`src/rtl/jogo_pkg.sv`:
```
// Shared cell codes and FSM state encodings for the ultimate tic-tac-toe macro controller.
package jogo_pkg;

   localparam logic [1:0] VAZIO         = 2'b00;
   localparam logic [1:0] CELULA_O      = 2'b01;
   localparam logic [1:0] CELULA_X      = 2'b10;
   localparam logic [1:0] CELULA_EMPATE = 2'b11;

   typedef enum logic [2:0] {
      ESCOLHE_MACRO = 3'd0,
      JOGA_MICRO    = 3'd1,
      AGUARDA       = 3'd2,
      VERIFICA      = 3'd3,
      FIM           = 3'd4
   } estado_t;

endpackage

```
`src/rtl/verifica_linhas.sv`:
```
// Combinational line checker: flags a complete row, column or diagonal of O or X,
// and a board with no empty cell. Tie cells never complete a line.
module verifica_linhas
   import jogo_pkg::*;
#(
   parameter int SIDE = 3
)
(
   input  logic [2*SIDE*SIDE-1:0] tabuleiro,
   output logic                   vitoria_o,
   output logic                   vitoria_x,
   output logic                   cheio
);

   localparam int CELLS = SIDE * SIDE;

   logic [SIDE-1:0] linha_o, linha_x, coluna_o, coluna_x;
   logic            diag_o, diag_x, anti_o, anti_x;

   genvar gi;
   generate
      for (gi = 0; gi < SIDE; gi++) begin : g_linha
         logic lo, lx, co, cx;
         always_comb begin
            lo = 1'b1;
            lx = 1'b1;
            co = 1'b1;
            cx = 1'b1;
            for (int j = 0; j < SIDE; j++) begin
               lo = lo & (tabuleiro[2*(gi*SIDE+j) +: 2] == CELULA_O);
               lx = lx & (tabuleiro[2*(gi*SIDE+j) +: 2] == CELULA_X);
               co = co & (tabuleiro[2*(j*SIDE+gi) +: 2] == CELULA_O);
               cx = cx & (tabuleiro[2*(j*SIDE+gi) +: 2] == CELULA_X);
            end
         end
         assign linha_o[gi]  = lo;
         assign linha_x[gi]  = lx;
         assign coluna_o[gi] = co;
         assign coluna_x[gi] = cx;
      end
   endgenerate

   // Main diagonal walks (j,j); anti-diagonal walks (j,SIDE-1-j).
   always_comb begin
      diag_o = 1'b1;
      diag_x = 1'b1;
      anti_o = 1'b1;
      anti_x = 1'b1;
      for (int j = 0; j < SIDE; j++) begin
         diag_o = diag_o & (tabuleiro[2*(j*SIDE+j) +: 2] == CELULA_O);
         diag_x = diag_x & (tabuleiro[2*(j*SIDE+j) +: 2] == CELULA_X);
         anti_o = anti_o & (tabuleiro[2*(j*SIDE+SIDE-1-j) +: 2] == CELULA_O);
         anti_x = anti_x & (tabuleiro[2*(j*SIDE+SIDE-1-j) +: 2] == CELULA_X);
      end
   end

   always_comb begin
      cheio = 1'b1;
      for (int i = 0; i < CELLS; i++) begin
         cheio = cheio & (tabuleiro[2*i +: 2] != VAZIO);
      end
   end

   assign vitoria_o = (|linha_o) | (|coluna_o) | diag_o | anti_o;
   assign vitoria_x = (|linha_x) | (|coluna_x) | diag_x | anti_x;

endmodule

```
`src/rtl/controle_tabuleiro_macro.sv`:
```
// Macro-board controller: validates one-hot presses, sequences macro choice, micro move
// and result write-back, and detects wins/draws. Optional idle timeout: JOGADA_TIMEOUT_EN.
module controle_tabuleiro_macro
   import jogo_pkg::*;
#(
   parameter  int SIDE           = 3,
   parameter  int TIMEOUT_CICLOS = 50000000,
   localparam int CELLS          = SIDE * SIDE,
   localparam int AW             = $clog2(CELLS)
)
(
   input  logic               clock,
   input  logic               reset,
   input  logic [CELLS-1:0]   botoes,
   input  logic [1:0]         resultado,
   input  logic               resultado_valido,
   output logic [CELLS-1:0]   macro,
   output logic [CELLS-1:0]   micro,
   output logic [AW-1:0]      endereco_macro,
   output logic               escolhe_macro,
   output logic               tem_jogada,
   output logic               erro,
   output logic               fim_jogo,
   output logic [1:0]         vencedor,
   output logic               timeout,
   output logic [2*CELLS-1:0] db_tabuleiro,
   output logic [2:0]         db_estado
);

   function automatic logic [AW-1:0] indice(input logic [CELLS-1:0] v);
      indice = '0;
      for (int i = 0; i < CELLS; i++) begin
         if (v[i]) indice = indice | AW'(i);
      end
   endfunction

   estado_t            estado_reg, estado_next;
   logic [1:0]         tabuleiro_reg [CELLS];
   logic [2*CELLS-1:0] tabuleiro_vec;
   logic [CELLS-1:0]   macro_reg, macro_next, micro_reg, micro_next;
   logic [CELLS-1:0]   botoes_reg;
   logic               algum_reg, evento_reg;
   logic               tem_jogada_reg, tem_jogada_next, erro_reg, erro_next;
   logic [1:0]         vencedor_reg, vencedor_next;
   logic               escreve;
   logic               onehot;
   logic [AW-1:0]      idx_press, idx_macro, idx_micro;
   logic               vitoria_o, vitoria_x, cheio;

   // A press event is the first cycle any button is seen after all were released.
   always_ff @(posedge clock) begin
      if (!reset) begin
         algum_reg  <= 1'b0;
         evento_reg <= 1'b0;
         botoes_reg <= '0;
      end else begin
         algum_reg  <= |botoes;
         evento_reg <= (|botoes) & ~algum_reg;
         botoes_reg <= botoes;
      end
   end

   assign onehot    = (botoes_reg != '0) && ((botoes_reg & (botoes_reg - CELLS'(1))) == '0);
   assign idx_press = indice(botoes_reg);
   assign idx_macro = indice(macro_reg);
   assign idx_micro = indice(micro_reg);

   genvar gi;
   generate
      for (gi = 0; gi < CELLS; gi++) begin : g_vec
         assign tabuleiro_vec[2*gi +: 2] = tabuleiro_reg[gi];
      end
   endgenerate

   verifica_linhas #(.SIDE(SIDE)) u_verifica (
      .tabuleiro (tabuleiro_vec),
      .vitoria_o (vitoria_o),
      .vitoria_x (vitoria_x),
      .cheio     (cheio)
   );

   always_ff @(posedge clock) begin
      if (!reset) estado_reg <= ESCOLHE_MACRO;
      else        estado_reg <= estado_next;
   end

   always_comb begin
      estado_next     = estado_reg;
      macro_next      = macro_reg;
      micro_next      = micro_reg;
      vencedor_next   = vencedor_reg;
      tem_jogada_next = 1'b0;
      erro_next       = 1'b0;
      escreve         = 1'b0;
      case (estado_reg)
         ESCOLHE_MACRO: begin
            if (evento_reg) begin
               if (onehot && tabuleiro_reg[idx_press] == VAZIO) begin
                  macro_next  = botoes_reg;
                  estado_next = JOGA_MICRO;
               end else begin
                  erro_next = 1'b1;
               end
            end
         end
         JOGA_MICRO: begin
            if (evento_reg) begin
               if (onehot) begin
                  micro_next      = botoes_reg;
                  tem_jogada_next = 1'b1;
                  estado_next     = AGUARDA;
               end else begin
                  erro_next = 1'b1;
               end
            end
         end
         AGUARDA: begin
            if (resultado_valido) begin
               escreve     = (resultado != VAZIO);
               estado_next = VERIFICA;
            end
         end
         VERIFICA: begin
            if (vitoria_o) begin
               vencedor_next = CELULA_O;
               estado_next   = FIM;
            end else if (vitoria_x) begin
               vencedor_next = CELULA_X;
               estado_next   = FIM;
            end else if (cheio) begin
               vencedor_next = CELULA_EMPATE;
               estado_next   = FIM;
            end else begin
               // The last micro cell sends the opponent to that macro cell, if still open.
               macro_next  = micro_reg;
               estado_next = (tabuleiro_reg[idx_micro] == VAZIO) ? JOGA_MICRO : ESCOLHE_MACRO;
            end
         end
         FIM: ;
         default: estado_next = ESCOLHE_MACRO;
      endcase
   end

   always_ff @(posedge clock) begin
      if (!reset) begin
         macro_reg      <= '0;
         micro_reg      <= '0;
         vencedor_reg   <= VAZIO;
         tem_jogada_reg <= 1'b0;
         erro_reg       <= 1'b0;
         for (int i = 0; i < CELLS; i++) tabuleiro_reg[i] <= VAZIO;
      end else begin
         macro_reg      <= macro_next;
         micro_reg      <= micro_next;
         vencedor_reg   <= vencedor_next;
         tem_jogada_reg <= tem_jogada_next;
         erro_reg       <= erro_next;
         if (escreve) tabuleiro_reg[idx_macro] <= resultado;
      end
   end

`ifdef JOGADA_TIMEOUT_EN
   localparam int TW = $clog2(TIMEOUT_CICLOS + 1);

   logic [TW-1:0] contador_reg;
   logic          timeout_reg;

   // Counts idle cycles only while a player is expected to press something.
   always_ff @(posedge clock) begin
      if (!reset) begin
         contador_reg <= '0;
         timeout_reg  <= 1'b0;
      end else begin
         timeout_reg <= 1'b0;
         if (estado_next != estado_reg || evento_reg ||
             !(estado_reg == ESCOLHE_MACRO || estado_reg == JOGA_MICRO)) begin
            contador_reg <= '0;
         end else if (contador_reg == TW'(TIMEOUT_CICLOS - 1)) begin
            contador_reg <= '0;
            timeout_reg  <= 1'b1;
         end else begin
            contador_reg <= contador_reg + TW'(1);
         end
      end
   end

   assign timeout = timeout_reg;
`else
   assign timeout = 1'b0 & (TIMEOUT_CICLOS > 0);
`endif

   assign macro          = macro_reg;
   assign micro          = micro_reg;
   assign endereco_macro = idx_macro;
   assign escolhe_macro  = (estado_reg == ESCOLHE_MACRO);
   assign tem_jogada     = tem_jogada_reg;
   assign erro           = erro_reg;
   assign fim_jogo       = (estado_reg == FIM);
   assign vencedor       = vencedor_reg;
   assign db_tabuleiro   = tabuleiro_vec;
   assign db_estado      = estado_reg;

endmodule
```
`config.mk`:
```
export PLATFORM = sky130hd
export DESIGN_NAME = controle_tabuleiro_macro
export DESIGN_NICKNAME = d
export VERILOG_FILES = /design/src/rtl/jogo_pkg.sv /design/src/rtl/verifica_linhas.sv /design/src/rtl/controle_tabuleiro_macro.sv
export SDC_FILE = /design/constraint.sdc
export NUM_CORES = 1
export LEC_CHECK = 0
export CAP_MARGIN = 20
export CORE_MARGIN = 4
export CORE_UTILIZATION = 45
export DETAILED_ROUTE_END_ITERATION = 10
export PLACE_DENSITY = 0.78
export SLEW_MARGIN = 25
export SYNTH_ARGS = -nofsm -noshare
export SYNTH_HDL_FRONTEND = slang
export SYNTH_HIERARCHICAL = 1
export SYNTH_SLANG_ARGS = --single-unit
```
`constraint.sdc`:
```
create_clock -name clock -period 5.54 [get_ports clock]
set_input_delay 0.831 -clock clock [delete_from_list [all_inputs] [get_ports clock]]
set_output_delay 0.831 -clock clock [all_outputs]
set_load 0.005 [all_outputs]
```
# Word-level counts from Yosys, hierarchy flattened
# Memory sizes are Yosys's and may differ from the RTL's.
# Index checks and enable logic that the tools add are counted.
[word_totals]
reg_bits = 36
latch_bits = 0
ramBits = 18
romBits = 0
in_bits = 14
out_inout_bits = 50
word_cells = 179
memories = 1
[classes]
addsub = 1
multipliers = 0
n_div = 0
n_lt_le_gt_ge = 0
n_eq_ne = 30
n_shift = 0
muxes = 58
bitwise_logic = 50
reduce_logical = 30
[mem_list]
columns = ["name", "depth", "word_bits", "read_ports", "rd_ports_with_merged_regs", "wr", "line_no", "rtl"]
rows = [
  ["tabuleiro_reg", 9, 2, 11, 0, 9, "controle_tabuleiro_macro.sv:38", "logic [1:0] tabuleiro_reg [CELLS];"],
]
[ops]
columns = ["cell", "count"]
rows = [
  ["2-to-1 mux 3 bit", 20],
  ["2-to-1 mux 9 bit", 5],
  ["AND 1 bit", 41],
  ["nonzero test 2 bit", 11],
  ["2-to-1 mux 2 bit", 10],
  ["equality test 2 x 1 -> 1 bit, second input constant", 9],
  ["equality test 2 bit, second input constant", 9],
  ["one-hot mux 9 bit (2 select lines)", 1],
  ["2-to-1 mux 1 bit", 16],
  ["2-to-1 mux 4 bit", 4],
  ["one-hot mux 3 bit (5 select lines)", 1],
  ["inequality test 2 bit, second input constant", 6],
  ["AND reduction 6 bit", 2],
  ["OR reduction 3 bit", 4],
  ["AND 9 bit", 1],
  ["logical NOT 9 bit", 1],
  ["nonzero test 9 bit", 1],
  ["OR reduction 9 bit", 1],
  ["subtractor 9 x 1 -> 9 bit, second input constant", 1],
  ["equality test 3 x 2 -> 1 bit, second input constant", 2],
  ["OR 1 bit", 6],
  ["AND reduction 3 bit", 2],
  ["logical NOT 2 bit", 2],
  ["inequality test 2 x 1 -> 1 bit, second input constant", 2],
  ["9 further kinds", 11],
]

# Longest topological paths before layout
# Gate-level depths: netlist of the first run.
# An unclocked memory read counts as a cell.
[logic_depth]
depth_word = 15
ltp_mapped = 10
ltp_nobuf = 8

# Hierarchy
# The synthesis of the first run kept the hierarchy.
[modules_own_cells]
columns = ["module", "instances", "cells_each", "area_per_inst_um2"]
rows = [
  ["controle_tabuleiro_macro", 1, 315, 3196.8],
  ["verifica_linhas", 1, 39, 327.8],
]

# Worst setup path before layout of the first run
# Ideal clock, no wire load.
[synth_timing]
kind = "input-to-reg"
startpoint = "in reset"
endpoint = "mem tabuleiro_reg[2][0], enable pin"
arrival_ps = 1941
required_ps = 5213
setup_slack_ps = 3271
stages = 5
path_buffers = 0
path_cell_list = "inv_1 > or4_1 > nor2b_1 > nand2_1 > o21ai_0"
[synth_rtl]
columns = ["item", "line_no", "rtl"]
rows = [
  ["from (decl)", "controle_tabuleiro_macro.sv:13", "input logic reset,"],
  ["to (decl)", "controle_tabuleiro_macro.sv:38", ""],
]

==> results of run 1 <==
synthesized netlist by cell type (3+ instances only):
master / n
a211oi_1: 4
a211oi_2: 8
a21oi_1: 6
and2_1: 11
and4bb_2: 8
clkbuf_1: 5
dfxtp_1: 36
edfxtp_1: 32
inv_1: 14
mux2i_1: 14
nand2_1: 17
nand2b_1: 3
nand3_1: 4
nor2_1: 65
nor2b_1: 7
nor3_1: 18
nor3_2: 4
nor4_1: 7
nor4bb_1: 6
o21ai_0: 27
o22ai_1: 5
report_power, final:
| group | switching (mW) | total, mW | internal (mW) |
|---|---|---|---|
| clock network | 0.188 | 0.402 | 0.215 |
| registers | 0.0219 | 0.559 | 0.537 |
| logic | 0.0586 | 0.115 | 0.0563 |
per-stage QoR:
stage,power (mW),instance area [µm²],util [%],hold WS [ps]
after global placement,0.6802,4185,54.44,371.3
after CTS,1.081,4389,57.10,401.2
after floorplan,0.6302,3525,-,367.4
after detailed placement,0.6830,4185,54.44,391.9
final,1.076,4395,57.18,392.4
after global routing,1.114,4395,57.18,403.6
cell type report:
type	instances	area, µm²	share of cell area [%]
repair buffers	63	628.1	14.29
multi-input cells	259	1698	38.63
clock buffers	12	176.4	4.014
clock inverters	4	27.53	0.6262
flip-flops and latches	68	1682	38.26
well taps	102	127.6	2.903
inverters	15	56.30	1.281
kinds of logic after synthesis:
group | Yosys count
and+or+nand+nor | 168
AOI/OAI and AO/OA | 70
DFF | 68
buffers and inverters | 27
muxes | 19
adders and majority gates | 1
other | 1
worst min path at each step:
| stage | end | start | slack [ps] | cells past startpoint |
|---|---|---|---|---|
| final | evento_reg$_SDFF_PN0_ | algum_reg$_SDFF_PN0_ | 390 | 1 |
| after global routing | evento_reg$_SDFF_PN0_ | algum_reg$_SDFF_PN0_ | 400 | 1 |
| after CTS | evento_reg$_SDFF_PN0_ | algum_reg$_SDFF_PN0_ | 400 | 1 |
| after detailed placement | evento_reg$_SDFF_PN0_ | algum_reg$_SDFF_PN0_ | 390 | 1 |
| after global placement | evento_reg$_SDFF_PN0_ | algum_reg$_SDFF_PN0_ | 370 | 1 |
| after floorplan | evento_reg$_SDFF_PN0_ | algum_reg$_SDFF_PN0_ | 370 | 1 |
routing by layer:
| metal | routed length, µm | vias to the layer above |
|---|---|---|
| met5 | 0 | - |
| met4 | 201 | 0 |
| met3 | 664 | 19 |
| met2 | 4391 | 162 |
| met1 | 3906 | 1489 |
| li1 | - | 1442 |
==> results.py, run 1 <==
metrics = {
    "timing": {
        "worst_pin_slew_ps": 967.1,
        "finalClockSkew_ps": 10.59,
        "fin_ws_ps": 1644,
        "final-setup-viol-count": 0,
        "rsz0062_at_grt": "no",
        "finalSetupTns_ps": 0,
        "hold_viol": 0,
        "timing.fmax_ghz": 0.2567,
        "finalCriticalPeriod_ps": 3896,
        "slew_headroom_pct": 35.33,
        "period_share_pct": 70.32,
        "slew_viol_final": 0,
    },
    "synthesis": {
        "synth-main-ff-cell": "dfxtp_1",
        "synth_cell_types": 60,
        "yosys.area_share.simple_pct": 27.30,
        "async_flop_share_pct": 0,
        "synthTopCellsByArea": "edfxtp_1 (27%), dfxtp_1 (20%), nor2_1 (6.9%)",
        "netlist_instances": 354,
        "yosysSeqAreaShare_pct": 47.71,
        "synth_top_cell_area_share_pct": 27.26,
        "synth-edff-count": 32,
        "yosys_warnings": 6,
        "synth_compound_area_share_pct": 14.09,
        "synth.largest_area_cell": "edfxtp_1",
        "synthAdderAreaFrac_pct": 0.2840,
        "synthMuxAreaShare_pct": 6.212,
        "netlist_area_um2": 3525,
        "synth.avg_cell_area_um2": 9.957,
        "syn_nets": 368,
        "synth_seq_cells": 68,
        "synth_top_family_by_area": "simple AND/OR/NAND/NOR gates",
        "synth-xor-area-share_pct": 0,
    },
    "clocking": {
        "cts_resized": 0,
        "h-tree-depth": 3,
        "cts_buffers": 9,
        "tritoncts": "done",
        "clock_latency_ps": 340,
        "clock_path_buffers": 2,
        "clkTransAtPathRegs_ps": 80,
        "hold_buffers": 0,
        "cts-root-buf": "clkbuf_8",
        "post_cts_buffers": 0,
        "clock-sinks": 68,
    },
    "place": {
        "portBuffers": 62,
        "dp_slack_ps": 1385,
        "post-dp-hpwl_um": 6583,
        "gp_congestion": 0.8927,
        "dp_cells": 507,
    },
    "worst_hold_path": {
        "holdCritPathClass": "reg2reg",
    },
    "floorplan": {
        "rows": 32,
        "io_pins": 64,
        "core_um2": 7687,
        "die_area_um2": 9312,
        "die-width_um": 96.50,
        "initial_core_util_pct": 45.85,
        "dieHeight_um": 96.50,
    },
    "setup_path": {
        "crit_chain": "clkdlybuf4s50_1 -> inv_1 -> or4_1 -> nor2b_1 -> nand2_1 -> o21ai_0",
        "slowest_delay_ps": 1110,
        "path_max_fanout": 30,
        "worstPathRequired_ps": 5560,
        "reg2reg_depth": 7,
        "r2r_start": "botoes_reg[3]$_SDFF_PN0_",
        "crit_arrival_ps": 3910,
        "r2r_setup_slack_ps": 2590,
        "critPathCaptureType": "register",
        "slowest_stage": "clkdlybuf4s50_1",
        "startpoint_type": "input port",
        "path_buf_inv": 2,
        "crit_end": "tabuleiro_reg[2][1]$_SDFFCE_PN0P_",
        "crit_family": "buffers and inverters",
        "crit_type": "in2reg",
        "crit_path_start": "reset",
        "cp.depth": 6,
        "r2r_end": "macro[0]$_SDFFE_PN0P_",
    },
    "grt": {
        "antenna_found_initial": 0,
        "grt_pass1_vias": 2911,
        "grt_pass1_wl_um": 14210,
        "top_usage_layer": "met2",
        "met2_usage_pct": 33.22,
        "overflow": 0,
        "use_met1_pct": 25.90,
        "use_met3_pct": 2.711,
        "grtUsageTotal_pct": 19.97,
        "grt_max_degree": 31,
    },
    "detailed_routing": {
        "routed_wirelength_um": 9163,
        "vias": 3112,
        "drtPass1Iterations": 5,
        "drt_iter0_drc": 219,
        "ant_nets": 0,
        "drc": 0,
        "routedWlPerCell_um": 17.52,
        "vias_per_cell": 5.950,
    },
    "finish": {
        "largest_reg_flops": 32,
        "finalNonFillerCells": 523,
        "drive_gt1_share_pct": 11.88,
        "areaGrowthSynthToFinish_pct": 24.71,
        "final_common_cell": "nor2_1",
        "nFillCells": 681,
        "diodes": 0,
        "final_nets": 430,
        "final_cell_mix": "nor2_1 (65), clkdlybuf4s50_1 (62), dfxtp_1 (36)",
    },
    "power_and_ir_drop": {
        "p_per_area_nw_per_um2": 244.7,
        "p_leak_nw": 1.568,
        "ir_drop_mv": 0.1804,
    },
    "job": {
        "drv_cap": 0,
    },
    "outcome": {
        "status": "completed",
    },
}
No activity file was read; power rests on OpenSTA's default activity.
==> inputs of run 2 (changes only) <==
--- a/config.mk
+++ b/config.mk
@@ -9,7 +9,7 @@
 export CORE_MARGIN = 4
 export CORE_UTILIZATION = 45
 export DETAILED_ROUTE_END_ITERATION = 10
-export PLACE_DENSITY = 0.78
+export PLACE_DENSITY = 0.81
 export SLEW_MARGIN = 25
 export SYNTH_ARGS = -nofsm -noshare
 export SYNTH_HDL_FRONTEND = slang
==> constraint.sdc (replaced) <==
create_clock -name clock -period 3.38 [get_ports clock]
set_input_delay 0.507 -clock clock [delete_from_list [all_inputs] [get_ports clock]]
set_output_delay 0.507 -clock clock [all_outputs]
set_load 0.005 [all_outputs]
==> run 2 against run 1 <==
Critical path depth stayed put. Cell count is 1.9% higher. Sequential share of layout area is 0.83 points lower. Critical endpoint is now macro[0]$_SDFFE_PN0P_. Clock-buffer cell count is 1 lower.
==> results.py, run 2 (synthesis gave the netlist of run 1 again) <==
metrics = {
    "detailed_routing": {
        "routed_wirelength_um": 9142,
        "ant_nets": 0,
        "vias": 3141,
        "drt_iter0_drc": 260,
        "vias_per_cell": 5.893,
        "routedWlPerCell_um": 17.15,
        "drtPass1Iterations": 5,
        "drc": 0,
    },
    "job": {
        "drv_cap": 0,
    },
    "timing": {
        "finalCriticalPeriod_ps": 2837,
        "finalSetupTns_ps": 0,
        "worst_pin_slew_ps": 699.7,
        "timing.fmax_ghz": 0.3525,
        "rsz0062_at_grt": "no",
        "slew_viol_final": 0,
        "period_share_pct": 83.94,
        "finalClockSkew_ps": 4.692,
        "slew_headroom_pct": 52.93,
        "fin_ws_ps": 542.9,
        "final-setup-viol-count": 0,
        "hold_viol": 0,
    },
    "clocking": {
        "h-tree-depth": 3,
        "hold_buffers": 0,
        "cts-root-buf": "clkbuf_8",
        "clkTransAtPathRegs_ps": 70,
        "clock_latency_ps": 350,
        "clock_path_buffers": 2,
        "cts_buffers": 9,
        "cts_resized": 0,
        "clock-sinks": 68,
        "post_cts_buffers": 0,
        "tritoncts": "done",
    },
    "finish": {
        "diodes": 0,
        "multi_input_area_um2": 1692,
        "final_cell_mix": "nor2_1 (65), clkdlybuf4s50_1 (62), dfxtp_1 (36)",
        "final_common_cell": "nor2_1",
        "drive_gt1_share_pct": 13.69,
        "fin_util_pct": 58.45,
        "largest_reg_flops": 32,
        "final_nets": 440,
        "final-seq-area_um2": 1682,
        "nFillCells": 660,
        "areaGrowthSynthToFinish_pct": 27.48,
        "finalNonFillerCells": 533,
    },
    "place": {
        "dp_slack_ps": 608.9,
        "gp_congestion": 0.8386,
        "portBuffers": 62,
        "dp_cells": 517,
        "post-dp-hpwl_um": 6837,
    },
    "outcome": {
        "status": "completed",
    },
    "setup_path": {
        "startpoint_type": "register",
        "crit_arrival_ps": 3080,
        "worstPathRequired_ps": 3620,
        "r2r_end": "macro[0]$_SDFFE_PN0P_",
        "slowest_delay_ps": 730,
        "r2r_setup_slack_ps": 540,
        "reg2reg_depth": 6,
        "r2r_start": "botoes_reg[2]$_SDFF_PN0_",
        "crit_chain": "nor4_4 -> a211oi_1 -> a2111oi_0 -> o311a_1 -> nor2b_2 -> nor3_2",
        "slowest_stage": "o311a_1",
        "critPathCaptureType": "register",
        "path_max_fanout": 17,
        "crit_type": "reg2reg",
    },
    "worst_hold_path": {
        "min_path_cells": 1,
        "hp-start": "algum_reg$_SDFF_PN0_",
        "hold_end": "evento_reg$_SDFF_PN0_",
        "holdCritPathClass": "reg2reg",
    },
    "power_and_ir_drop": {
        "p_leak_nw": 1.634,
        "ir_drop_mv": 0.2866,
        "report.power.total_mw": 1.879,
        "p_per_area_nw_per_um2": 418.3,
    },
    "floorplan": {
        "dieHeight_um": 96.50,
        "rows": 32,
        "die-width_um": 96.50,
        "initial_core_util_pct": 45.85,
        "io_pins": 64,
        "core_um2": 7687,
        "die_area_um2": 9312,
    },
    "grt": {
        "grt_max_degree": 30,
        "antenna_found_initial": 0,
        "grtUsageTotal_pct": 20.77,
        "grt_pass1_vias": 2977,
        "grt_pass1_wl_um": 14560,
        "overflow": 0,
    },
}
run 2: worst max path at each step:
stage,from,end,slack [ps],cells after the start
after CTS,botoes_reg[3]$_SDFF_PN0_,macro[0]$_SDFFE_PN0P_,600,7
final,botoes_reg[2]$_SDFF_PN0_,macro[0]$_SDFFE_PN0P_,540,6
after global routing,botoes_reg[2]$_SDFF_PN0_,macro[0]$_SDFFE_PN0P_,400,6
after detailed placement,botoes_reg[2]$_SDFF_PN0_,macro[0]$_SDFFE_PN0P_,610,6
after global placement,botoes_reg[3]$_SDFF_PN0_,macro[0]$_SDFFE_PN0P_,690,7
after floorplan,botoes_reg[3]$_SDFF_PN0_,macro[5]$_SDFFE_PN0P_,1120,10
run 2: metrics by stage:
stage,area [µm²],hold slack (ps)
6_report,4493,392.4
5_1_grt,4493,411.8
4_1_cts,4493,392.8
3_5_place_dp,4260,382.2
3_3_place_gp,4260,373.1
2_1_floorplan,3525,367.4
run 2: report_power, final:
part | internal [mW] | total (mW) | switching (mW)
Clock | 0.457 | 0.769 | 0.311
Combinational | 0.0989 | 0.196 | 0.0968
Sequential | 0.879 | 0.915 | 0.0354
run 2: final cells by class:
cell class	instances	area share (%)
flip-flops and latches	68	37.43
clock inverters	5	1.810
multi-input cells	259	37.65
repair buffers	73	15.65
inverters	15	1.253
well taps	102	2.840
clock buffers	11	3.370
run 2: worst max-delay path: cells and delay by family, from the launching register on:
family,cells,cell delay [ps]
AND/OR/NAND/NOR,3,870
AO/OA/AOI/OAI,3,1490
flip-flops,1,370
run 2: metal layers:
layer	part of all wire, %	track usage (%)
met1	41	26.76
met2	49	33.97
met3	7.6	5.035
met4	2.3	7.477
met5	0	0
